--- src/rtl/regfile_ctrl_pkg.sv ---
// regfile_ctrl_pkg: shared types, sizes and the round-robin pick used by the regfile write-port controller.
package regfile_ctrl_pkg;
   typedef enum logic [0:0] {INIT = 1'b0, RUN = 1'b1} state_e;
   localparam int REG_AW  = 5;
   localparam int REG_DW  = 32;
   localparam int REG_NUM = 32;
   localparam int MAX_REQ = 8;
   // First valid requester at or after ptr, wrapping modulo n; result is one-hot or zero.
   function automatic logic [MAX_REQ-1:0] rr_pick(input logic [MAX_REQ-1:0] valid, input logic [2:0] ptr,
                                                  input int n);
      logic [MAX_REQ-1:0] g;
      int idx;
      g = '0;
      for (int k = 0; k < MAX_REQ; k++) begin
         idx = (int'(ptr) + k) % n;
         if (k < n && g == '0 && valid[idx[2:0]]) g[idx[2:0]] = 1'b1;
      end
      return g;
   endfunction
endpackage

--- src/rtl/regfile_rr_arb.sv ---
// regfile_rr_arb: combinational one-hot round-robin grant with a registered rotate pointer.
module regfile_rr_arb
   import regfile_ctrl_pkg::*;
#(
   parameter int N = 3
) (
   input  logic         clock,
   input  logic         reset,
   input  logic         en_i,
   input  logic [N-1:0] valid_i,
   output logic [N-1:0] grant_o
);
   logic [2:0]         ptr_q, ptr_d;
   logic [MAX_REQ-1:0] pick;
   always_comb begin
      pick    = rr_pick(MAX_REQ'(valid_i), ptr_q, N);
      grant_o = en_i ? pick[N-1:0] : '0;
      ptr_d   = ptr_q;
      for (int i = 0; i < N; i++)
         if (grant_o[i]) ptr_d = (i == N - 1) ? 3'd0 : 3'(i + 1);
   end
   always_ff @(posedge clock or negedge reset)
      if (!reset) ptr_q <= '0;
      else        ptr_q <= ptr_d;
endmodule

--- src/rtl/regfile_wb_ctrl.sv ---
// regfile_wb_ctrl: regfile write-port owner - zero sweep after reset, then round-robin writeback arbitration.
// Define REGFILE_FWD_EN to repair stale read data on a same-cycle write/read address hit.
module regfile_wb_ctrl
   import regfile_ctrl_pkg::*;
#(
   parameter int NUM_REQ  = 3,
   parameter int NUM_REGS = REG_NUM,
   parameter int AW       = REG_AW,
   parameter int DW       = REG_DW
) (
   input  logic                  clock,
   input  logic                  reset,
   input  logic [NUM_REQ-1:0]    req_valid,
   input  logic [NUM_REQ*AW-1:0] req_addr,
   input  logic [NUM_REQ*DW-1:0] req_data,
   output logic [NUM_REQ-1:0]    req_ready,
   output logic                  init_done,
   output logic                  wr_en,
   output logic [AW-1:0]         wr_addr,
   output logic [DW-1:0]         wr_data,
   input  logic [AW-1:0]         rd_addra,
   input  logic [AW-1:0]         rd_addrb,
   input  logic [DW-1:0]         rf_dataa,
   input  logic [DW-1:0]         rf_datab,
   output logic [DW-1:0]         rdata_a,
   output logic [DW-1:0]         rdata_b
);
   localparam logic [AW-1:0] LAST = AW'(NUM_REGS - 1);
   state_e        state_q, state_d;
   logic [AW-1:0] cnt_q, cnt_d;
   logic          wr_en_q, wr_en_d;
   logic [AW-1:0] wr_addr_q, wr_addr_d, sel_addr;
   logic [DW-1:0] wr_data_q, wr_data_d, sel_data;
   logic          sweep, transfer;
   regfile_rr_arb #(.N(NUM_REQ)) u_arb (
      .clock   (clock),
      .reset   (reset),
      .en_i    (state_q == RUN),
      .valid_i (req_valid),
      .grant_o (req_ready)
   );
   always_comb begin
      sel_addr = '0;
      sel_data = '0;
      for (int i = 0; i < NUM_REQ; i++)
         if (req_ready[i]) begin
            sel_addr = req_addr[i*AW +: AW];
            sel_data = req_data[i*DW +: DW];
         end
      sweep     = state_q == INIT;
      transfer  = |req_ready;
      state_d   = (sweep && cnt_q == LAST) ? RUN : state_q;
      cnt_d     = sweep ? cnt_q + 1'b1 : cnt_q;
      wr_en_d   = sweep | transfer;
      wr_addr_d = sweep ? cnt_q : transfer ? sel_addr : wr_addr_q;
      wr_data_d = sweep ? '0 : transfer ? sel_data : wr_data_q;
   end
   always_ff @(posedge clock or negedge reset)
      if (!reset) begin
         state_q   <= INIT;
         cnt_q     <= '0;
         wr_en_q   <= 1'b0;
         wr_addr_q <= '0;
         wr_data_q <= '0;
      end else begin
         state_q   <= state_d;
         cnt_q     <= cnt_d;
         wr_en_q   <= wr_en_d;
         wr_addr_q <= wr_addr_d;
         wr_data_q <= wr_data_d;
      end
   assign init_done = state_q == RUN;
   assign wr_en     = wr_en_q;
   assign wr_addr   = wr_addr_q;
   assign wr_data   = wr_data_q;
`ifdef REGFILE_FWD_EN
   // The regfile returns the old value on a same-cycle hit; replay the written word one cycle later.
   logic          fwd_a_q, fwd_b_q;
   logic [DW-1:0] fwd_data_a_q, fwd_data_b_q;
   logic          hit_a, hit_b;
   assign hit_a = wr_en_q && wr_addr_q == rd_addra;
   assign hit_b = wr_en_q && wr_addr_q == rd_addrb;
   always_ff @(posedge clock or negedge reset)
      if (!reset) begin
         fwd_a_q      <= 1'b0;
         fwd_b_q      <= 1'b0;
         fwd_data_a_q <= '0;
         fwd_data_b_q <= '0;
      end else begin
         fwd_a_q <= hit_a;
         fwd_b_q <= hit_b;
         if (hit_a) fwd_data_a_q <= wr_data_q;
         if (hit_b) fwd_data_b_q <= wr_data_q;
      end
   assign rdata_a = fwd_a_q ? fwd_data_a_q : rf_dataa;
   assign rdata_b = fwd_b_q ? fwd_data_b_q : rf_datab;
`else
   logic unused_rd;
   assign unused_rd = ^{rd_addra, rd_addrb};
   assign rdata_a   = rf_dataa;
   assign rdata_b   = rf_datab;
`endif
endmodule

--- config.mk ---
export PLATFORM = sky130hd
export DESIGN_NAME = regfile_wb_ctrl
export DESIGN_NICKNAME = d
export VERILOG_FILES = /design/src/rtl/regfile_ctrl_pkg.sv /design/src/rtl/regfile_rr_arb.sv /design/src/rtl/regfile_wb_ctrl.sv
export SDC_FILE = /design/constraint.sdc
export NUM_CORES = 1
export LEC_CHECK = 0
export CORE_MARGIN = 10
export CORE_UTILIZATION = 28
export DETAILED_ROUTE_END_ITERATION = 10
export MAX_ROUTING_LAYER = met4
export PLACE_DENSITY = 0.78
export SYNTH_ARGS = -nofsm -noshare
export SYNTH_HDL_FRONTEND = slang
export SYNTH_SLANG_ARGS = --single-unit
export TNS_END_PERCENT = 50
--- constraint.sdc ---
create_clock -name clock -period 2.61 [get_ports clock]
set_input_delay 0.522 -clock clock [delete_from_list [all_inputs] [get_ports clock]]
set_output_delay 0.522 -clock clock [all_outputs]
set_load 0.01 [all_outputs]
==> results by group, run 1 <==
Timing
  – RSZ-0062 raised after global routing: true
  – Relative slew slack: 70.7%
  – Worst-Margin Slew: 0.435 ns
  – Max Fclk: 348 MHz
  – Final Setup Violations: 37
  – Slew Limit Fails: 0
  – Part of the cycle the worst path needs: 110%
  – Post-route worst setup slack: -0.265 ns
  – Post-route minimum period: 2.87 ns
  – WHS: 0.0901 ns
  – Final setup skew: approximately 0.007 ns
  – Final Hold Viols: 0

Clock tree
  – Clock sinks: 46
  – Clk pin slew, worst setup/hold paths: 0.06 ns
  – # H-tree levels: 2
  – Clock Latency Late Sink: 0.28 ns
  – CTS tree: yes
  – CTS Buf Count: 5
  – Root Driver: clkbuf_16
  – Clk buf depth: 2

Logic synthesis
  – Compound-Gate Fraction of Synth Area: 24.1%
  – Main area contributors after synthesis: dfrtp_1, buf_4, a222oi_1, o21ai_1, inv_1
  – Main combinational cell family by area after synthesis: buffers and inverters
  – Post-synthesis adder-cell area fraction: 3.98%
  – Leading area contributor after synthesis: dfrtp_1
  – Synth top area share: 36.6%
  – Main synth FF type: dfrtp_1
  – Post-synthesis cell type count: 45
  – Multiplexer share of the synthesized area: under 10%
  – Post-synthesis async set-or-reset flop share: 100%
  – Synth Area in Simple Gates: 6.68%
  – Synth Instances: approximately 330
  – Syn avg cell area: 9.62 µm²
  – Top-count cell post-synth: buf_4
  – YS warnings: 0
  – Post-Syn Area: approximately 0.0031 mm²
  – Post-synthesis sequential area ratio: between 30% and 40%
  – Synthesized net count: 527
  – Post-Synth XOR/XNOR Area: ~1.1%
  – Post-synth EDFFs: 0
  – Synth top cells by count: buf_4, dfrtp_1, inv_1
  – FF+latch count, synth: 46

Critical path
  – CP max stage delay: 0.43 ns
  – Worst setup EP type: output pin
  – Slowest cell on crit path: dfrtp_1
  – Cell chain of the critical path: inv_2, ha_4, mux2i_1, a221o_1, buf_6, a2111o_1, nand3_2, and2_4, buf_6
  – WP data required: 2.09 ns
  – Crit path max fanout: 6
  – Crit Path Category: reg2out
  – Critical path arrival: 2.35 ns
  – Setup crit start kind: flip-flop
  – CP dominant cell by count: buf_6

Detailed routing
  – Drt first-iter violations: roughly 240
  – DRC errors left: 0
  – Post-DRT Antenna Nets: 0
  – Via density per instance: approximately 5.0
  – Final wirelength: 11900 µm
  – Post-DR wirelength/cell: between 20 and 25 µm
  – Via count: 2985
  – Drt first pass iters: 7

Global routing
  – Initial antenna violation count: 0
  – First-pass GRT wire length: 18000 µm
  – Largest net degree at the start of global routing: 37
  – Global route overflow: 0
  – GRT Util Overall: 14.5%
  – Number of global-route vias before repair: 3290

Place
  – Count of input and output buffers: between 150 and 200
  – Area post-placement: roughly 0.0045 mm²
  – Pre-CTS setup slack: -0.661 ns
  – Global placement routability congestion: 0.872
  – DP HPWL: 9210 µm

Die
  – Starting density of the core: 28.8%
  – Die height: about 130 µm
  – Row count: 38
  – Die area: 0.0159 mm²
  – Total core area: between 0.01 and 0.015 mm²
  – Die width: 126 µm
  – I/O Pins: between 200 and 300

Cells and area
  – Synthesis-to-finish area growth: 57.9%
  – Register Area: between 0.001 and 0.0015 mm²
  – Ant diodes: 0
  – Multi-input logic area: 0.00132 mm²
  – Design area: 0.00497 mm²
  – Share of layout cells above drive strength 1: 18.8%
  – Filler instances: 1073
  – Total Nets Final: 652

Power
  – Overall Power: 7.03 mW
  – VDD IR max: 535 µV
  – P per Cell Area: about 1400 mW/mm²
  – Total leakage power: 2.10 nW

Status
  – Status: complete, but fails checks
  – Failing checks: negative setup slack

Min path
  – Hold WC Path Type: in2async

Run
  – Total of max-cap violations: 0
[path summary, 6_finish.rpt]
path                                start      endpoint  slack [ns]  cells after the start
max                        u_arb.ptr_q[0]  req_ready[2]       -0.26                      9
min                                 reset   wr_data[18]        0.09                      1
max reg2reg                u_arb.ptr_q[0]   wr_data[31]       -0.23                     11
min reg2reg                    wr_data[5]    wr_data[5]        0.52                      2
max in group asynchronous           reset   wr_data[15]        1.95                      2
min in group clock             wr_data[5]    wr_data[5]        0.52                      2
[placed cells by master, fill, tap and decap left out, types with 6 or more instances in the layout]
cell / instances
buf_4: 27
inv_1: 36
nor2_1: 8
nand2_1: 6
o21ai_1: 33
ha_1: 6
a222oi_1: 33
buf_6: 16
dfrtp_1: 46
clkdlybuf4s50_1: 152
[cells by family (layout without fill, tap and decap cells)]
| group | Yosys count | in the layout |
|---|---|---|
| compound gates | 102 | 102 |
| xor+xnor | 4 | 4 |
| fa+ha+maj | 10 | 10 |
| buf+inv | 124 | 250 |
| flops | 46 | 46 |
| mux | 6 | 6 |
| simple gates | 35 | 35 |
[per-stage QoR]
step                      TNS, ns  std cells  utilization, %
final                       -5.71        593            45.4
after global routing       -10.99        593            45.4
after CTS                   -6.31        593            45.3
after detailed placement   -21.11        571            41.4
after global placement     -19.10        571            41.4
after floorplan             -2.47        327               -
[sequential cells by signal, indices dropped and copies added (netlist names)]
| name | count |
|---|---|
| wr_data | 32 |
| cnt_q | 5 |
| wr_addr | 5 |
| u_arb.ptr_q | 2 |
| init_done | 1 |
| wr_en | 1 |
[area by class of cell]
| type | instances | share of cell area, % |
|---|---|---|
| Timing Repair Buffer | 204 | 40.8 |
| Inverter | 38 | 2.87 |
| Clock buffer | 7 | 2.87 |
| Multi-Input combinational cell | 157 | 26.6 |
| Clock inverter | 1 | 0.101 |
| Sequential cell | 46 | 23.2 |
| Tap cell | 140 | 3.53 |
[report_power, final]
part           leakage [nW]  internal (mW)  switching (mW)  total, mW
logic                  1.46           2.70            2.43       5.14
clock network        0.0739          0.380           0.259      0.639
registers             0.570           1.08           0.170       1.25
total                  2.10           4.17            2.86       7.03
[what timing repair did]
| item | CTS | global route |
|---|---|---|
| hold endpoints to repair | 0 | 0 |
| setup endpoints to repair | 42 | 43 |
| resized for setup | 50 | 3 |
| cloned | 3 | 0 |
| setup buffers | 11 | 0 |
| pin swaps | 48 | 5 |
| hold buffers | 0 | 0 |
[metal layers]
layer | GRT usage [%] | vias up | share of wire [%]
met2 | 24.0 | 146 | 50
met4 | 6.56 | 0 | 3.2
met1 | 15.7 | 1414 | 40
met3 | 4.19 | 54 | 7.0
met5 | - | - | 0
li1 | - | 1371 | -
[worst max-delay path: cells and delay by family, from the launching register on]
family,cells,cell delay (ns)
flops,1,0.43
buf+inv,3,0.34
mux,1,0.09
simple gates,2,0.26
compound gates,2,0.63
fa+ha+maj,1,0.32
No activity file was read; power rests on OpenSTA's default activity.
==> inputs of run 2 (changes only) <==
CTS_BUF_LIST = sky130_fd_sc_hd__clkbuf_16   (was unset)
MAX_ROUTING_LAYER = unset   (was met4)
PLACE_DENSITY = 0.77   (was 0.78)
==> run 2 against run 1 <==
  * The flow still finishes with violations (negative setup slack)
  * Final cell count is 0.17% higher
  * Critical endpoint unchanged
  * Hold slack better by 0.093 ns
  * Critical path depth stayed put
  * Clock power is 12% higher
  * Cell area is 1.3% higher
  * Wire length is 3.2% higher
  * Largest power group unchanged
  * Sequential cell count stayed put
  * Via count is 2.8% higher
  * Clock skew is 0.0014 ns lower
  * Sequential share of layout area is 0.27 points lower
  * Critical path type unchanged
==> results by group, run 2 (synthesis gave the netlist of run 1 again) <==
Critical path
  – Slowest cell on crit path: dfrtp_2
  – CP dominant cell by count: buf_6
  – WP data required: 2.09 ns (about the same)
  – Critical path arrival: 2.41 ns (+0.06 ns)
  – Crit Path Category: reg2out
  – Worst setup EP type: output pin
  – Setup crit start kind: flip-flop
  – Crit path max fanout: 6 (unchanged)
  – Cell chain of the critical path: inv_4, ha_4, mux2i_1, a221o_1, buf_6, a2111o_1, nand3_4, and2_4, buf_6
  – CP max stage delay: 0.45 ns (+0.02 ns)

Die
  – I/O Pins: 296 (unchanged)
  – Row count: 38 (unchanged)
  – Starting density of the core: 28.8% (unchanged)
  – Total core area: 0.0109 mm² (unchanged)
  – Die width: 126 µm (unchanged)
  – Die height: 126 µm (unchanged)
  – Die area: 0.0159 mm² (unchanged)

Status
  – Failing checks: negative setup slack
  – Status: complete, but fails checks

Detailed routing
  – Post-DRT Antenna Nets: 0 (unchanged)
  – Final wirelength: 12200 µm (+3.2%)
  – Drt first pass iters: 8 (+1)
  – DRC errors left: 0 (unchanged)
  – Via density per instance: 5.16 (+2.6%)
  – Post-DR wirelength/cell: 20.6 µm (+3.0%)
  – Via count: 3068 (+2.8%)
  – Drt first-iter violations: 271 (+11%)

Timing
  – Max Fclk: 341 MHz (-1.9%)
  – Relative slew slack: 69.8% (-0.88 points)
  – Part of the cycle the worst path needs: 112% (+2.2 points)
  – Worst-Margin Slew: 0.453 ns (+0.0177 ns)
  – Final Hold Viols: 0 (unchanged)
  – RSZ-0062 raised after global routing: true
  – Post-route worst setup slack: -0.321 ns (-0.0562 ns)
  – Post-route minimum period: 2.93 ns (+0.0562 ns)
  – Slew Limit Fails: 0 (unchanged)
  – Final setup skew: 0.00568 ns (-0.00141 ns)
  – Final Setup Violations: 40 (+8.1%)

Cells and area
  – Synthesis-to-finish area growth: 59.9%
  – Max reg flops: 32 (unchanged)
  – Ant diodes: 0 (unchanged)
  – Most frequent cells in the layout: clkdlybuf4s50_1, dfrtp_1, inv_1, o21ai_1
  – Total Nets Final: 653 (+0.15%)
  – Post-route non-filler standard cell count: 594 (+0.17%)
  – Most common cell after layout, fill and taps aside: clkdlybuf4s50_1
  – Share of layout cells above drive strength 1: 19.6% (+0.84 points)

Run
  – Total of max-cap violations: 0 (unchanged)

Global routing
  – GR Util met3: 6.42% (+2.2 points)
  – First-pass GRT wire length: 17900 µm (-0.88%)
  – GRT Util Overall: 13.6% (-0.88 points)
  – Global route overflow: 0 (unchanged)
  – Number of global-route vias before repair: 3348 (+1.8%)
  – Initial antenna violation count: 0 (unchanged)
  – Met2 Use GR: 22.4% (-1.6 points)
  – GR peak layer: met2
  – Met1 GRT Util: 14.8% (-0.89 points)
  – Largest net degree at the start of global routing: 37 (unchanged)

Place
  – DP HPWL: 9080 µm (-1.3%)
  – Count of input and output buffers: 157 (unchanged)
  – Global placement routability congestion: 0.879 (+0.76%)
  – DP Cell Count: 570 (-0.18%)

Clock tree
  – Clk pin slew, worst setup/hold paths: 0.06 ns (about the same)
  – Clock Latency Late Sink: 0.28 ns (about the same)
  – Root Driver: clkbuf_16
  – Clk buf depth: 2 (unchanged)
  – CTS Buf Count: 5 (unchanged)
  – # H-tree levels: 2 (unchanged)
  – CTS tree: yes
  – Clock sinks: 46 (unchanged)
  – CTS Hold Bufs: 0 (unchanged)

Power
  – Overall Power: 7.22 mW (+2.7%)
  – P per Cell Area: 1440 mW/mm² (+1.4%)
  – VDD IR max: 616 µV (+15%)
  – Total leakage power: 2.14 nW (+1.7%)

Min path
  – Hold WC Path Type: in2async
==> run 2: changes by cell type in the layout (fill, tap and decap cells not counted), sizes merged <==
| cell | previous run | this run |
|---|---|---|
| buf | 51 | 49 |
| dlymetal6s2s | 0 | 2 |
| bufinv | 0 | 1 |
| clkbuf | 7 | 8 |
| clkdlybuf4s50 | 152 | 151 |
| clkinv | 1 | 2 |
| dlygate4sd2 | 1 | 0 |
==> run 2: cell type report <==
type,instances,area (µm²)
repair buffers,205,2060
well taps,140,175
flip-flops and latches,46,1150
inverters,38,145
multi-input cells,157,1330
clock buffers,5,125
clock inverters,3,40.0
fillers,1021,5900
==> run 2: path summary, 6_finish.rpt <==
check	startpoint	to	slack, ns	depth (start not counted)
hold / removal	reset	wr_data[19]	0.18	1
setup / recovery	u_arb.ptr_q[0]	req_ready[2]	-0.32	9
hold reg to reg	wr_data[7]	wr_data[7]	0.52	2
max in group asynchronous	reset	wr_data[16]	1.70	2
min in group clock	wr_data[7]	wr_data[7]	0.52	2
setup reg to reg	u_arb.ptr_q[0]	wr_data[24]	-0.29	11
==> run 2: per-stage QoR <==
step / TNS [ns] / hold slack [ns] / setup WS (ns) / instance area (µm²) / util, %
final: -8.72 / 0.183 / -0.321 / 5030 / 46.0
after detailed placement: -19.40 / 0.506 / -0.639 / 4530 / 41.4
after global routing: -13.35 / 0.220 / -0.414 / 5030 / 46.0
after global placement: -16.71 / 0.485 / -0.604 / 4530 / 41.4
after CTS: -5.42 / 0.205 / -0.203 / 4830 / 44.1
after floorplan: -2.47 / 0.226 / -0.0784 / 3170 / -
==> run 2: layer usage <==
| metal | vias up | share of wire [%] |
|---|---|---|
| met2 | 175 | 49 |
| met5 | - | 0 |
| met1 | 1469 | 37 |
| met4 | 0 | 2.2 |
| li1 | 1376 | - |
| met3 | 48 | 12 |
==> run 2: power breakdown <==
group	internal, mW	leakage [nW]	switching (mW)
clock	0.448	0.0836	0.268
sequential	1.08	0.568	0.180
combinational	2.76	1.49	2.48
==> run 2: critical path: cells and delay by family (launching register included) <==
kind | cells | cell delay, ns
compound gates | 2 | 0.67
fa+ha+maj | 1 | 0.23
buf+inv | 3 | 0.36
flops | 1 | 0.45
mux | 1 | 0.15
simple gates | 2 | 0.28
==> run 2: timing repair <==
| item | CTS | global route |
|---|---|---|
| setup buffers | 4 | 10 |
| resized for setup | 37 | 16 |
| endpoints found under the setup margin | 41 | 41 |
| pin swaps | 23 | 24 |
| cloned | 1 | 3 |
==> inputs of run 3 (changes only) <==
GPL_TIMING_DRIVEN = 0   (was unset)
==> run 3 against run 2 <==
  * The flow still finishes with violations (negative setup slack)
  * Via count rose by 16%
  * Non-clock buffer count rose by 129
  * Maximum frequency fell by 2.3%
  * Cell area rose by 23%
  * Register-to-register slack got worse by 0.02 ns
  * Die area did not move
  * Critical path type unchanged
  * Largest power group unchanged
==> results by group, run 3 (synthesis gave the netlist of run 1 again) <==
Clock tree
  – Root Driver: clkbuf_16
  – CTS Buf Count: 5 (unchanged)
  – Clock Latency Late Sink: 0.28 ns (about the same)
  – Clk pin slew, worst setup/hold paths: 0.07 ns (about the same)
  – CTS Hold Bufs: 0 (unchanged)
  – # H-tree levels: 2 (unchanged)
  – Clk buf depth: 2 (unchanged)
  – CTS tree: yes
  – Clock sinks: 46 (unchanged)

Detailed routing
  – Via density per instance: 4.92 (-4.7%)
  – Drt first-iter violations: 328 (+21%)
  – DRC errors left: 0 (unchanged)
  – Post-DR wirelength/cell: 19.3 µm (-6.5%)
  – Post-DRT Antenna Nets: 0 (unchanged)
  – Via count: 3557 (+16%)
  – Final wirelength: 13900 µm (+14%)
  – Drt first pass iters: 10 (+2)

Die
  – Total core area: 0.0109 mm² (unchanged)
  – Die area: 0.0159 mm² (unchanged)
  – I/O Pins: 296 (unchanged)
  – Die height: 126 µm (unchanged)
  – Row count: 38 (unchanged)
  – Die width: 126 µm (unchanged)
  – Starting density of the core: 28.8% (unchanged)

Critical path
  – Setup crit start kind: flip-flop
  – R2R Path Start: u_arb.ptr_q[1]
  – Worst setup EP type: output pin
  – Reg2Reg Depth: 11 (unchanged)
  – CP startpoint: u_arb.ptr_q[1]
  – Crit Path Category: reg2out
  – Critical R2R Capture: wr_data[19]
  – Critical path arrival: 2.48 ns (+0.07 ns)
  – R2R setup slack: -0.31 ns (-0.02 ns)
  – Worst setup endpoint: req_ready[0]
  – WP data required: 2.09 ns (about the same)
  – Crit path max fanout: 6 (unchanged)

Cells and area
  – Ant diodes: 0 (unchanged)
  – Most frequent cells in the layout: clkdlybuf4s50_1, buf_4, dfrtp_1, inv_1, a222oi_1
  – Max reg flops: 32 (unchanged)
  – Most common cell after layout, fill and taps aside: clkdlybuf4s50_1
  – Synthesis-to-finish area growth: 96.9%
  – Total Nets Final: 782 (+20%)
  – Share of layout cells above drive strength 1: 26.1% (+6.5 points)
  – Filler instances: 949 (-7.1%)
  – Final Core Density: 56.6% (+11 points)

Status
  – Failing checks: negative setup slack
  – Status: complete, but fails checks

Timing
  – Part of the cycle the worst path needs: 115% (+2.6 points)
  – Slew Limit Fails: 0 (unchanged)
  – Max Fclk: 333 MHz (-2.3%)
  – Final Setup Violations: 42 (+5.0%)
  – Post-route worst setup slack: -0.389 ns (-0.0679 ns)
  – Final setup skew: 0.00692 ns (+0.00124 ns)
  – Worst-Margin Slew: 0.441 ns (-0.0117 ns)
  – Final Hold Viols: 0 (unchanged)
  – Final TNS setup: -9.93 ns (-1.20 ns)
  – RSZ-0062 raised after global routing: true
  – Post-route minimum period: 3.00 ns (+0.0679 ns)
  – Relative slew slack: 70.6% (+0.78 points)

Place
  – Pre-CTS setup slack: -0.998 ns (-0.360 ns)
  – DP HPWL: 11300 µm (+25%)
  – Count of input and output buffers: 220 (+40%)
  – Global placement routability congestion: 0.787 (-10%)

Power
  – Total leakage power: 2.69 nW (+26%)
  – P per Cell Area: 1230 mW/mm² (-14%)
  – VDD IR max: 801 µV (+30%)
  – Overall Power: 7.64 mW (+5.9%)

Global routing
  – First-pass GRT wire length: 20800 µm (+16%)
  – Global route overflow: 0 (unchanged)
  – Number of global-route vias before repair: 3874 (+16%)
  – Initial antenna violation count: 0 (unchanged)
  – Largest net degree at the start of global routing: 33 (-11%)
  – GRT Util Overall: 16.0% (+2.4 points)

Min path
  – Hold WC Path Type: in2async

Run
  – Total of max-cap violations: 0 (unchanged)
-- run 3: cell types whose count changed in the layout (fill, tap and decap cells not counted), sizes merged --
cell,delta
clkbuf,+3
clkdlybuf4s50,+64
clkinv,-2
clkinvlp,+2
dlymetal6s2s,-2
dlygate4sd2,+2
buf,+62
-- run 3: critical path, cell delays in order, from the launching register on --
cell and delay (ns):
dfrtp_2 0.46, inv_4 0.11, ha_4 0.23, mux2i_1 0.13
a221o_1 0.40, a2111o_1 0.36, o211a_1 0.23, buf_6 0.13
inv_2 0.05, buf_6 0.09
-- run 3: how the worst min path moves through the flow --
stage          cells after the start  slack, ns  startpoint           to
2_1_floorplan                      0       0.23       reset     cnt_q[0]
3_3_place_gp                       1       0.48    cnt_q[3]     cnt_q[3]
3_5_place_dp                       1       0.47       reset  wr_data[19]
4_1_cts                            1       0.17       reset  wr_data[19]
5_1_grt                            1       0.18       reset  wr_data[19]
6_report                           1       0.16       reset  wr_data[19]
-- run 3: through the flow --
stage / hold WS, ns / cell area (µm²) / cells
2_1_floorplan: 0.226 / 3170 / 327
3_3_place_gp: 0.482 / 5550 / 687
3_5_place_dp: 0.470 / 5560 / 688
4_1_cts: 0.169 / 5930 / 711
5_1_grt: 0.177 / 6190 / 723
6_report: 0.163 / 6190 / 723
-- run 3: layer usage --
metal	vias up	routed length (µm)	GRT usage, %
li1	1635	-	-
met1	1672	4770	15.8
met2	233	7070	28.5
met3	17	1850	9.02
met4	0	248	3.88
met5	-	0	0
-- run 3: final cells by class --
cell class                 instances  area (µm²)  area share, %
timing repair buffer             251        2540           41.0
multi-input combinational        157        1320           21.3
sequential                        46        1150           18.6
buffer                            83         692           11.2
tap                              140         175           2.83
inverter                          38         148           2.38
clock buffer                       5         125           2.02
clock inverter                     3        45.0          0.727
-- run 3: what timing repair did --
item / 4_1_cts / 5_1_grt
endpoints found under the setup margin: 43 / 42
pin swaps: 15 / 32
gates cloned: 0 / 3
setup buffers: 17 / 11
resized for setup: 31 / 30
-- run 3: power breakdown --
part           switching [mW]  internal (mW)
Sequential              0.192           1.09
Clock                   0.272          0.452
Combinational            2.56           3.08
